[config.mk]
export PLATFORM = sky130hd
export DESIGN_NAME = lector_encoder
export DESIGN_NICKNAME = d
export VERILOG_FILES = /design/src/rtl/enc_pkg.sv /design/src/rtl/filtro_entrada.sv /design/src/rtl/lector_encoder.sv
export SDC_FILE = /design/constraint.sdc
export NUM_CORES = 1
export LEC_CHECK = 0
export CAP_MARGIN = 10
export CORE_ASPECT_RATIO = 1.2
export CORE_MARGIN = 2
export CORE_UTILIZATION = 55
export CTS_BUF_LIST = sky130_fd_sc_hd__clkbuf_4
export DETAILED_ROUTE_END_ITERATION = 12
export GPL_TIMING_DRIVEN = 0
export PLACE_DENSITY = 0.89
export SLEW_MARGIN = 10
export SYNTH_ARGS = -nofsm -noshare
export SYNTH_HDL_FRONTEND = slang
export SYNTH_HIERARCHICAL = 1
export SYNTH_SLANG_ARGS = --single-unit
[constraint.sdc]
create_clock -name clk -period 3.9 [get_ports clk]
set_input_delay 0.585 -clock clk [delete_from_list [all_inputs] [get_ports clk]]
set_output_delay 0.585 -clock clk [all_outputs]
set_load 0.005 [all_outputs]
[src/rtl/enc_pkg.sv]
// rtl/enc_pkg.sv - step codes, direction constants and quadrature transition lookup
package enc_pkg;

  typedef enum logic [1:0] {
    STEP_NONE = 2'd0,
    STEP_FWD  = 2'd1,
    STEP_REV  = 2'd2,
    STEP_ERR  = 2'd3
  } step_t;

  localparam logic DIR_FWD = 1'b1;
  localparam logic DIR_REV = 1'b0;

  // {A,B} forward order is 00 -> 01 -> 11 -> 10 -> 00; both bits flipping is illegal.
  function automatic step_t step_of(input logic [1:0] prev_ab, input logic [1:0] cur_ab);
    step_t s;
    case ({prev_ab, cur_ab})
      4'b0001, 4'b0111, 4'b1110, 4'b1000: s = STEP_FWD;
      4'b0010, 4'b1011, 4'b1101, 4'b0100: s = STEP_REV;
      4'b0011, 4'b1100, 4'b0110, 4'b1001: s = STEP_ERR;
      default:                            s = STEP_NONE;
    endcase
    return s;
  endfunction

endpackage

[src/rtl/filtro_entrada.sv]
// rtl/filtro_entrada.sv - 2-FF synchronizer plus FILT_LEN-sample glitch filter for one encoder pin
module filtro_entrada #(
  parameter int FILT_LEN = 4
) (
  input  logic clk,
  input  logic rst,
  input  logic din,
  output logic dout,
  output logic ready
);

  localparam int CW = (FILT_LEN > 1) ? $clog2(FILT_LEN) : 1;

  logic          s1;
  logic          s2;
  logic [1:0]    fill;
  logic [CW-1:0] cnt;

  // ready rises once the synchronizer holds a real sample; that sample seeds dout.
  always_ff @(posedge clk or posedge rst) begin
    if (rst) begin
      s1    <= 1'b0;
      s2    <= 1'b0;
      fill  <= 2'd0;
      cnt   <= '0;
      dout  <= 1'b0;
      ready <= 1'b0;
    end else begin
      s1 <= din;
      s2 <= s1;
      if (!ready) begin
        cnt <= '0;
        if (fill == 2'd2) begin
          dout  <= s2;
          ready <= 1'b1;
        end else begin
          fill <= fill + 2'd1;
        end
      end else if (s2 != dout) begin
        if (cnt == CW'(FILT_LEN - 1)) begin
          dout <= s2;
          cnt  <= '0;
        end else begin
          cnt <= cnt + CW'(1);
        end
      end else begin
        cnt <= '0;
      end
    end
  end

endmodule

[src/rtl/lector_encoder.sv]
// rtl/lector_encoder.sv - 4x quadrature decoder with position, windowed velocity, direction and error count
module lector_encoder
  import enc_pkg::*;
#(
  parameter int POS_W         = 16,
  parameter int VEL_W         = 12,
  parameter int FILT_LEN      = 4,
  parameter int WINDOW_CYCLES = 500000
) (
  input  logic             clk,
  input  logic             rst,
  input  logic             enc_a,
  input  logic             enc_b,
  input  logic             clr_pos,
  output logic [POS_W-1:0] position,
  output logic [VEL_W-1:0] velocity,
  output logic             vel_valid,
  output logic             dir,
  output logic             err,
  output logic [7:0]       err_count
);

  localparam int WCW = $clog2(WINDOW_CYCLES);
  localparam logic signed [VEL_W-1:0] VMAX = {1'b0, {(VEL_W-1){1'b1}}};
  localparam logic signed [VEL_W-1:0] VMIN = -VMAX;

  logic                    a_f, b_f, a_rdy, b_rdy;
  logic                    primed;
  logic [1:0]              prev_ab;
  logic [1:0]              cur_ab;
  step_t                   step;
  logic [WCW-1:0]          wcnt;
  logic                    terminal;
  logic signed [VEL_W-1:0] acc;
  logic signed [VEL_W-1:0] acc_next;

  filtro_entrada #(.FILT_LEN(FILT_LEN)) u_filt_a (
    .clk(clk), .rst(rst), .din(enc_a), .dout(a_f), .ready(a_rdy)
  );
  filtro_entrada #(.FILT_LEN(FILT_LEN)) u_filt_b (
    .clk(clk), .rst(rst), .din(enc_b), .dout(b_f), .ready(b_rdy)
  );

  assign cur_ab   = {a_f, b_f};
  assign terminal = (wcnt == WCW'(WINDOW_CYCLES - 1));

  always_comb begin
    step = STEP_NONE;
    if (primed && (cur_ab != prev_ab)) step = step_of(prev_ab, cur_ab);
  end

  // Symmetric saturation keeps the accumulator from ever wrapping.
  always_comb begin
    acc_next = acc;
    if (step == STEP_FWD && acc != VMAX)      acc_next = acc + VEL_W'(1);
    else if (step == STEP_REV && acc != VMIN) acc_next = acc - VEL_W'(1);
  end

  always_ff @(posedge clk or posedge rst) begin
    if (rst) begin
      primed    <= 1'b0;
      prev_ab   <= 2'b00;
      position  <= '0;
      velocity  <= '0;
      vel_valid <= 1'b0;
      dir       <= 1'b0;
      err       <= 1'b0;
      err_count <= 8'd0;
      wcnt      <= '0;
      acc       <= '0;
    end else begin
      err       <= (step == STEP_ERR);
      vel_valid <= terminal;

      if (primed) begin
        prev_ab <= cur_ab;
      end else if (a_rdy && b_rdy) begin
        prev_ab <= cur_ab;
        primed  <= 1'b1;
      end

      if (step == STEP_ERR && err_count != 8'hFF) err_count <= err_count + 8'd1;

      if (step == STEP_FWD)      dir <= DIR_FWD;
      else if (step == STEP_REV) dir <= DIR_REV;

      if (clr_pos)               position <= '0;
      else if (step == STEP_FWD) position <= position + POS_W'(1);
      else if (step == STEP_REV) position <= position - POS_W'(1);

      // A step in the terminal cycle still belongs to the closing window.
      if (terminal) begin
        wcnt     <= '0;
        velocity <= acc_next;
        acc      <= '0;
      end else begin
        wcnt <= wcnt + WCW'(1);
        acc  <= acc_next;
      end
    end
  end

endmodule

==> results_tabular.tex, run 1 <==
\begin{tabular}{lr}
\hline
Metric & Value \\
\hline
\multicolumn{2}{l}{\textbf{Run status}} \\
\quad Result of the run & finished, final reports clean \\
\multicolumn{2}{l}{\textbf{Critical path}} \\
\quad Longest individual stage delay on the worst path & 540 ps \\
\quad Critical Path Slowest Stage Cell & sky130\_fd\_sc\_hd\_\_dfrtp\_1 \\
\quad Type of the setup path with the least slack & flip-flop to flip-flop \\
\quad Reg2reg setup slack & 290 ps \\
\quad Critical Path Fanout Max & 11 \\
\quad Origin of the critical flop-to-flop path & u\_filt\_a/dout\$\_DFFE\_PP0P\_ \\
\quad Worst path required time & between 4000 and 5000 ps \\
\quad Arrival time of the worst setup path & 3950 ps \\
\quad Cell chain of the critical path & mux2i\_1, nand2\_1, o211ai\_1, ha\_1, clkinvlp\_4, ha\_1, a21oi\_1, o21ai\_0, a311o\_1, nor4\_1, o21ai\_0, nor3b\_1 \\
\quad Critical path buffers and inverters & 1 \\
\quad Depth of the worst register-to-register path & 12 \\
\quad R2r endpoint & position[15]\$\_DFFE\_PP0P\_ \\
\quad CP startpoint kind & flip-flop \\
\quad Critical path capture point type & flip-flop \\
\quad Kind of cell adding the most delay to the critical path & compound AO/OA/AOI/OAI gates \\
\multicolumn{2}{l}{\textbf{Logic synthesis}} \\
\quad Syn avg cell area & $\sim$10 µm² \\
\quad Most frequent cell after synthesis & sky130\_fd\_sc\_hd\_\_dfrtp\_1 \\
\quad Post-synthesis cell type with the largest combined area & sky130\_fd\_sc\_hd\_\_dfrtp\_1 \\
\quad Yosys synthesis warning count & 6 \\
\quad Post-synthesis cell type count & 62 \\
\quad Mapped Area & 0.00479 mm² \\
\quad Fraction of registers with async set/reset & 100\% \\
\quad Share of the synthesized area in the top cell type & between 40\% and 50\% \\
\quad Net count of the mapped netlist & 513 \\
\quad Number of flops mapped to enable cells by yosys & 0 \\
\quad Number of instances in the synthesized netlist & 479 \\
\quad Part of the Yosys area used for sequential elements & 46.5\% \\
\quad Number of synthesized register bits & 89 \\
\quad Ranking of synthesized cells by instance count & 89 x sky130\_fd\_sc\_hd\_\_dfrtp\_1, 50 x sky130\_fd\_sc\_hd\_\_nand2\_1, 37 x sky130\_fd\_sc\_hd\_\_nor2\_1 \\
\quad Leading post-synthesis cells by cell area & sky130\_fd\_sc\_hd\_\_dfrtp\_1 46\%, sky130\_fd\_sc\_hd\_\_ha\_1 7.3\%, sky130\_fd\_sc\_hd\_\_xnor2\_1 5.7\% \\
\quad Top FF cell, synth & sky130\_fd\_sc\_hd\_\_dfrtp\_1 \\
\multicolumn{2}{l}{\textbf{Hold path}} \\
\quad Endpoint of the worst hold path & u\_filt\_a/s2\$\_DFF\_PP0\_ \\
\quad Worst hold start & u\_filt\_a/s1\$\_DFF\_PP0\_ \\
\quad Hold depth & 0 \\
\quad Worst min path class & flip-flop to flip-flop \\
\multicolumn{2}{l}{\textbf{Floorplanning}} \\
\quad Die Wd & 89.2 µm \\
\quad Row cnt & 37 \\
\quad Die Footprint & 0.00948 mm² \\
\quad I/O pin count & 44 \\
\quad Placeable core region & about 0.0085 mm² \\
\quad Starting Density & 56.3\% \\
\quad Die Height & about 110 µm \\
\multicolumn{2}{l}{\textbf{Pwr}} \\
\quad Total power per unit cell area & 828 mW/mm² \\
\quad Leak Pwr & 0.00244 µW \\
\quad Peak supply drop & 0.343 mV \\
\multicolumn{2}{l}{\textbf{Global routing}} \\
\quad Vias in the first global route & approximately 3800 \\
\quad Largest net degree at the start of global routing & 43 \\
\quad Antenna violations before repair & 0 \\
\quad Global Route Usage Sum & between 20\% and 30\% \\
\quad Global-route wire length before repair & 17.0 mm \\
\quad Overflow left after global routing & 0 \\
\multicolumn{2}{l}{\textbf{Clock tree}} \\
\quad Clock tree root buffer cell & sky130\_fd\_sc\_hd\_\_clkbuf\_4 \\
\quad Cts bufs inserted & 9 \\
\quad Clock tree from TritonCTS & done \\
\quad Longest Clk Path Bufs & 2 \\
\quad CTS H-tree depth & 3 \\
\quad Clock sinks & 89 \\
\quad CTS clock-pin slew for the worst setup and hold paths & 150 ps \\
\quad Source-to-sink clock delay at the later pin of the worst-skew pair & 440 ps \\
\multicolumn{2}{l}{\textbf{Timing}} \\
\quad Count of pins over their slew limit & 0 \\
\quad Slew @ Worst Pin & 721 ps \\
\quad Unrepaired setup endpoints after global routing & no \\
\quad FMAX & roughly 280 MHz \\
\quad Final critical delay including setup and external delays & 3610 ps \\
\quad Number of hold violations in the final report & 0 \\
\quad Sum of negative setup slack & 0 ps \\
\quad Fin Clk Skew & 19.4 ps \\
\quad Final period utilization & 92.5\% \\
\quad Slew Limit Headroom & 51.6\% \\
\quad Setup-violating endpoint count in the final report & 0 \\
\multicolumn{2}{l}{\textbf{Layout}} \\
\quad Antenna diode count & 0 \\
\quad Layout cells sized above 1 & 9.26\% \\
\quad Layout overhead on the synthesized area & 15.7\% \\
\quad Final cell count without fillers & between 600 and 700 \\
\quad Net total in the final layout & 569 \\
\multicolumn{2}{l}{\textbf{Place}} \\
\quad Buffers on Ports & 43 \\
\quad DP Cell Count & 640 \\
\quad Last weighted congestion value of the routability-driven placer & 0.957 \\
\quad Post-DP HPWL & 7.52 mm \\
\multicolumn{2}{l}{\textbf{Run}} \\
\quad Max capacitance violation total & 0 \\
\multicolumn{2}{l}{\textbf{Drt}} \\
\quad Number of design rule violations left after detail routing & 0 \\
\quad Detail Route Antenna Nets & 0 \\
\quad Vias per Instance & 5.73 \\
\quad Drt total wl & about 10 mm \\
\quad DR iter-0 viols & $\sim$260 \\
\quad First drt pass iteration count & 4 \\
\quad Drt wl/cell & 15.4 µm \\
\quad Overall via count from detail\_route & 3764 \\
\hline
\end{tabular}
-- cell families after synthesis --
family                   synth area share (%)
AO/OA/AOI/OAI                            12.0
XOR/XNOR                                 8.95
adder cells (fa/ha/maj)                  7.73
buffers and inverters                    2.90
flip-flops                               46.5
multiplexers                             2.87
AND/OR/NAND/NOR                          19.1
-- registers in the layout, indices dropped and copies added (netlist names), 2 cells and up --
| signal | count |
|---|---|
| acc | 12 |
| err_count | 8 |
| position | 16 |
| prev_ab | 2 |
| u_filt_a/cnt | 2 |
| u_filt_a/fill | 2 |
| u_filt_b/cnt | 2 |
| u_filt_b/fill | 2 |
| velocity | 12 |
| wcnt | 19 |
-- worst register-to-register path, stage by stage (launching register included) --
cell	delay, ps
sky130_fd_sc_hd__dfrtp_1	540
sky130_fd_sc_hd__mux2i_1	270
sky130_fd_sc_hd__nand2_1	90
sky130_fd_sc_hd__o211ai_1	130
sky130_fd_sc_hd__ha_1	370
sky130_fd_sc_hd__clkinvlp_4	330
sky130_fd_sc_hd__ha_1	450
sky130_fd_sc_hd__a21oi_1	250
sky130_fd_sc_hd__o21ai_0	160
sky130_fd_sc_hd__a311o_1	370
sky130_fd_sc_hd__nor4_1	270
sky130_fd_sc_hd__o21ai_0	140
sky130_fd_sc_hd__nor3b_1	150
-- layer usage --
layer	track usage [%]	part of all wire, %
met1	28.3	43
met2	38.9	51
met3	2.80	3.5
met4	9.59	2.2
met5	0	0
-- where the power goes --
part	switching (µW)	internal (µW)	total (µW)	leakage [µW]
clock network	333	202	536	0.0000786
logic	1500	1190	2690	0.00122
registers	236	1130	1370	0.00114
total	2070	2520	4590	0.00244
-- cells in the final DEF, fill, tap and decap left out, types with 8 or more instances in the layout --
cell	netlist	final
sky130_fd_sc_hd__nor2_1	37	37
sky130_fd_sc_hd__ha_1	28	28
sky130_fd_sc_hd__dfrtp_1	89	89
sky130_fd_sc_hd__and3_1	8	8
sky130_fd_sc_hd__xor2_1	18	18
sky130_fd_sc_hd__clkdlybuf4s50_1	0	43
sky130_fd_sc_hd__inv_1	18	16
sky130_fd_sc_hd__clkbuf_4	0	9
sky130_fd_sc_hd__nor3_1	8	8
sky130_fd_sc_hd__nand4_1	11	11
sky130_fd_sc_hd__xnor2_1	31	31
sky130_fd_sc_hd__a21oi_1	20	20
sky130_fd_sc_hd__nand3_1	20	20
sky130_fd_sc_hd__nand2_1	50	50
sky130_fd_sc_hd__o21ai_0	35	34
-- timing repair --
action / CTS / global route
cloned: 0 / 1
setup buffers: 0 / 0
hold buffers: 0 / 0
setup endpoints to repair: 4 / 4
pin swaps: 0 / 0
resized for setup: 2 / 1
-- through the flow --
stage	hold WS (ps)	setup WS (ps)	power, µW	area (µm²)	util [%]
after floorplan	331	550	3300	4790	-
after global placement	333	84.0	3860	5370	63.0
after detailed placement	335	-91.6	4020	5390	63.3
after CTS	367	202	4570	5540	65.0
after global routing	377	25.3	4990	5550	65.1
final	369	294	4590	5550	65.1
-- how the worst max path moves through the flow --
stage / from / cells past startpoint / endpoint / slack [ps]
3_3_place_gp: u_filt_a/dout$_DFFE_PP0P_ / 12 / position[13]$_DFFE_PP0P_ / 80
3_5_place_dp: u_filt_a/dout$_DFFE_PP0P_ / 12 / position[15]$_DFFE_PP0P_ / -90
2_1_floorplan: u_filt_a/dout$_DFFE_PP0P_ / 12 / position[15]$_DFFE_PP0P_ / 550
5_1_grt: u_filt_a/dout$_DFFE_PP0P_ / 13 / position[15]$_DFFE_PP0P_ / 30
4_1_cts: u_filt_a/dout$_DFFE_PP0P_ / 12 / position[13]$_DFFE_PP0P_ / 200
6_report: u_filt_a/dout$_DFFE_PP0P_ / 12 / position[15]$_DFFE_PP0P_ / 290
-- final cells by class --
cell class	count	area, µm²
Buffer	11	71.3
Clock buffer	9	67.6
Clock inverter	7	76.3
Fill cell	680	2970
Inverter	18	73.8
Multi-Input combinational cell	361	2430
Sequential cell	89	2230
Tap cell	117	146
Timing Repair Buffer	44	450
Timing Repair inverter	1	7.51
Power figures use the tool's default switching activity.
==> run 2: changes to the inputs <==
--- a/config.mk
+++ b/config.mk
@@ -8,11 +8,12 @@
 export CAP_MARGIN = 10
 export CORE_ASPECT_RATIO = 1.2
 export CORE_MARGIN = 2
-export CORE_UTILIZATION = 55
+export CORE_UTILIZATION = 30
 export CTS_BUF_LIST = sky130_fd_sc_hd__clkbuf_4
 export DETAILED_ROUTE_END_ITERATION = 12
 export GPL_TIMING_DRIVEN = 0
-export PLACE_DENSITY = 0.89
+export PLACE_DENSITY = 0.59
+export RECOVER_POWER = 100
 export SLEW_MARGIN = 10
 export SYNTH_ARGS = -nofsm -noshare
 export SYNTH_HDL_FRONTEND = slang
==> results_tabular.tex, run 2 (synthesized netlist as in run 1, its figures left out) <==
\begin{tabular}{lr}
\hline
Metric & Value \\
\hline
\multicolumn{2}{l}{\textbf{Layout}} \\
\quad Antenna diode count & 0 \\
\quad Max FFs per register & 19 \\
\quad Layout overhead on the synthesized area & 17.8\% \\
\quad Commonest non-fill, non-tap cells in the layout & 89 x sky130\_fd\_sc\_hd\_\_dfrtp\_1, 50 x sky130\_fd\_sc\_hd\_\_nand2\_1, 42 x sky130\_fd\_sc\_hd\_\_dlygate4sd3\_1 \\
\quad Layout cells sized above 1 & 7.95\% \\
\quad Filler instances & 1586 \\
\quad Leading registers by flop count & wcnt (19), position (16) \\
\quad Largest register by flop count & wcnt \\
\quad Final cell count without fillers & about 750 \\
\quad Leading cell type in the layout, fill and taps excluded & sky130\_fd\_sc\_hd\_\_dfrtp\_1 \\
\quad Net total in the final layout & 571 \\
\multicolumn{2}{l}{\textbf{Critical path}} \\
\quad Kind of cell adding the most delay to the critical path & compound AO/OA/AOI/OAI gates \\
\quad Start point of the critical path & u\_filt\_a/dout\$\_DFFE\_PP0P\_ \\
\quad Reg2reg setup slack & 360 ps \\
\quad Cell chain of the critical path & nand2b\_1, o211ai\_1, o211ai\_1, inv\_1, ha\_1, clkinvlp\_4, buf\_4, fa\_1, nand3\_1, a21oi\_1, o211ai\_1, a21oi\_1, or3\_1, a32o\_1 \\
\quad Critical path capture point type & flip-flop \\
\quad Type of the setup path with the least slack & flip-flop to flip-flop \\
\quad CP startpoint kind & flip-flop \\
\quad Critical Path Slowest Stage Cell & sky130\_fd\_sc\_hd\_\_dfrtp\_1 \\
\quad Critical Path Fanout Max & 8 \\
\quad R2r endpoint & position[12]\$\_DFFE\_PP0P\_ \\
\quad Origin of the critical flop-to-flop path & u\_filt\_a/dout\$\_DFFE\_PP0P\_ \\
\quad Depth of the worst register-to-register path & 14 \\
\quad Arrival time of the worst setup path & $\sim$3900 ps \\
\quad Critical path buffers and inverters & 3 \\
\quad Worst path required time & 4250 ps \\
\quad Longest individual stage delay on the worst path & about 520 ps \\
\quad Cell type with the highest occurrence count on the critical path & sky130\_fd\_sc\_hd\_\_o211ai\_1 \\
\multicolumn{2}{l}{\textbf{Pwr}} \\
\quad Leak Pwr & $\sim$0.0025 µW \\
\quad Total power per unit cell area & about 800 mW/mm² \\
\quad Peak supply drop & 0.262 mV \\
\multicolumn{2}{l}{\textbf{Drt}} \\
\quad First drt pass iteration count & 4 \\
\quad Drt wl/cell & 13.9 µm \\
\quad Drt total wl & 10.4 mm \\
\quad Number of design rule violations left after detail routing & 0 \\
\quad Vias per Instance & 5.00 \\
\quad Detail Route Antenna Nets & 0 \\
\quad Overall via count from detail\_route & 3745 \\
\quad DR iter-0 viols & 300 \\
\multicolumn{2}{l}{\textbf{Floorplanning}} \\
\quad Starting Density & between 30 and 40\% \\
\quad Row cnt & 50 \\
\quad Die Footprint & approximately 0.017 mm² \\
\quad Die Wd & 119 µm \\
\quad I/O pin count & 44 \\
\quad Die Height & approximately 140 µm \\
\quad Placeable core region & 0.0156 mm² \\
\multicolumn{2}{l}{\textbf{Timing}} \\
\quad Slew Limit Headroom & 8.73\% \\
\quad Slew @ Worst Pin & $\sim$1400 ps \\
\quad Count of pins over their slew limit & 0 \\
\quad Setup-violating endpoint count in the final report & 0 \\
\quad Final period utilization & 90.9\% \\
\quad Final critical delay including setup and external delays & 3540 ps \\
\quad Unrepaired setup endpoints after global routing & no \\
\quad Fin Clk Skew & $\sim$19 ps \\
\quad Number of hold violations in the final report & 0 \\
\quad Sum of negative setup slack & 0 ps \\
\quad FMAX & approximately 280 MHz \\
\multicolumn{2}{l}{\textbf{Clock tree}} \\
\quad CTS clock-pin slew for the worst setup and hold paths & 130 ps \\
\quad Quantity of hold-fixing buffers added after cts & 0 \\
\quad Source-to-sink clock delay at the later pin of the worst-skew pair & 460 ps \\
\quad Clock tree root buffer cell & sky130\_fd\_sc\_hd\_\_clkbuf\_4 \\
\quad Clock sinks & 89 \\
\quad CTS H-tree depth & 3 \\
\quad Cts bufs inserted & 9 \\
\quad Clock tree from TritonCTS & done \\
\quad Longest Clk Path Bufs & 2 \\
\multicolumn{2}{l}{\textbf{Place}} \\
\quad Last weighted congestion value of the routability-driven placer & 0.901 \\
\quad DP Cell Count & around 730 \\
\quad Buffers on Ports & 43 \\
\quad Post-DP HPWL & slightly below 8 mm \\
\multicolumn{2}{l}{\textbf{Run}} \\
\quad Max capacitance violation total & 0 \\
\multicolumn{2}{l}{\textbf{Hold path}} \\
\quad Hold depth & 0 \\
\quad Worst min path class & flip-flop to flip-flop \\
\quad Worst hold start & u\_filt\_a/s1\$\_DFF\_PP0\_ \\
\quad Endpoint of the worst hold path & u\_filt\_a/s2\$\_DFF\_PP0\_ \\
\multicolumn{2}{l}{\textbf{Run status}} \\
\quad Result of the run & finished, final reports clean \\
\multicolumn{2}{l}{\textbf{Global routing}} \\
\quad Vias in the first global route & 3727 \\
\quad Largest net degree at the start of global routing & 56 \\
\quad Global-route wire length before repair & 18.0 mm \\
\quad Overflow left after global routing & 0 \\
\quad Antenna violations before repair & 0 \\
\quad Global Route Usage Sum & 13.0\% \\
\hline
\end{tabular}
-- run 2: cell count changes in the layout (fill, tap and decap cells not counted), moves of 4 or more --
cell                              delta
sky130_fd_sc_hd__clkdlybuf4s50_1    -42
sky130_fd_sc_hd__dlygate4sd3_1      +42
sky130_fd_sc_hd__o21ai_0             +5
sky130_fd_sc_hd__o21ai_1             -4
-- run 2: how the worst max path moves through the flow --
stage | cells past startpoint | slack, ps | end
4_1_cts | 13 | 50 | position[13]$_DFFE_PP0P_
3_3_place_gp | 12 | 10 | position[13]$_DFFE_PP0P_
5_1_grt | 14 | 60 | position[14]$_DFFE_PP0P_
2_1_floorplan | 12 | 550 | position[15]$_DFFE_PP0P_
3_5_place_dp | 12 | -70 | position[15]$_DFFE_PP0P_
6_report | 14 | 360 | position[12]$_DFFE_PP0P_
-- run 2: routing by layer --
layer | vias up | track usage [%] | wire (µm)
met5 | - | 0 | 0
met4 | 0 | 4.27 | 176
met3 | 18 | 3.57 | 545
met2 | 93 | 22.4 | 5240
met1 | 1812 | 15.7 | 4450
li1 | 1822 | - | -
-- run 2: metrics by stage --
stage	hold slack [ps]	utilization, %	worst slack, ps	total power (µW)	instance area [µm²]
finish	362	36.1	357	4560	5650
global route	378	36.1	60.4	5010	5650
CTS	364	36.3	53.3	4600	5670
detailed placement	335	35.3	-73.7	3990	5510
global placement	331	35.1	10.2	3920	5480
floorplan	331	-	550	3300	4790
-- run 2: area by class of cell --
cell class	count	area, µm²	share of cell area [%]
multi-input cells	361	2410	42.7
flip-flops and latches	89	2230	39.5
repair buffers	46	450	7.98
well taps	208	260	4.61
clock inverters	5	81.3	1.44
clock buffers	10	75.1	1.33
inverters	18	72.6	1.29
plain buffers	11	62.6	1.11
repair inverters	1	7.51	0.133
-- run 2: worst register-to-register path: stages (launching register included) --
cell                         delay (ps)
sky130_fd_sc_hd__dfrtp_1            520
sky130_fd_sc_hd__nand2b_1           120
sky130_fd_sc_hd__o211ai_1           100
sky130_fd_sc_hd__o211ai_1           140
sky130_fd_sc_hd__inv_1              110
sky130_fd_sc_hd__ha_1               320
sky130_fd_sc_hd__clkinvlp_4         270
sky130_fd_sc_hd__buf_4              220
sky130_fd_sc_hd__fa_1               400
sky130_fd_sc_hd__nand3_1            130
sky130_fd_sc_hd__a21oi_1            110
sky130_fd_sc_hd__o211ai_1           290
sky130_fd_sc_hd__a21oi_1            140
sky130_fd_sc_hd__or3_1              320
sky130_fd_sc_hd__a32o_1             250
-- run 2: where the power goes --
| part | internal [µW] | total [µW] | switching, µW |
|---|---|---|---|
| sequential | 1130 | 1360 | 229 |
| combinational | 1150 | 2620 | 1470 |
| clock | 264 | 579 | 316 |
-- run 2: timing repair --
item | 4_1_cts | 5_1_grt
setup endpoints to repair | 4 | 6
cloned | 0 | 1
gates resized for setup | 1 | 2
buffers inserted | 0 | 2
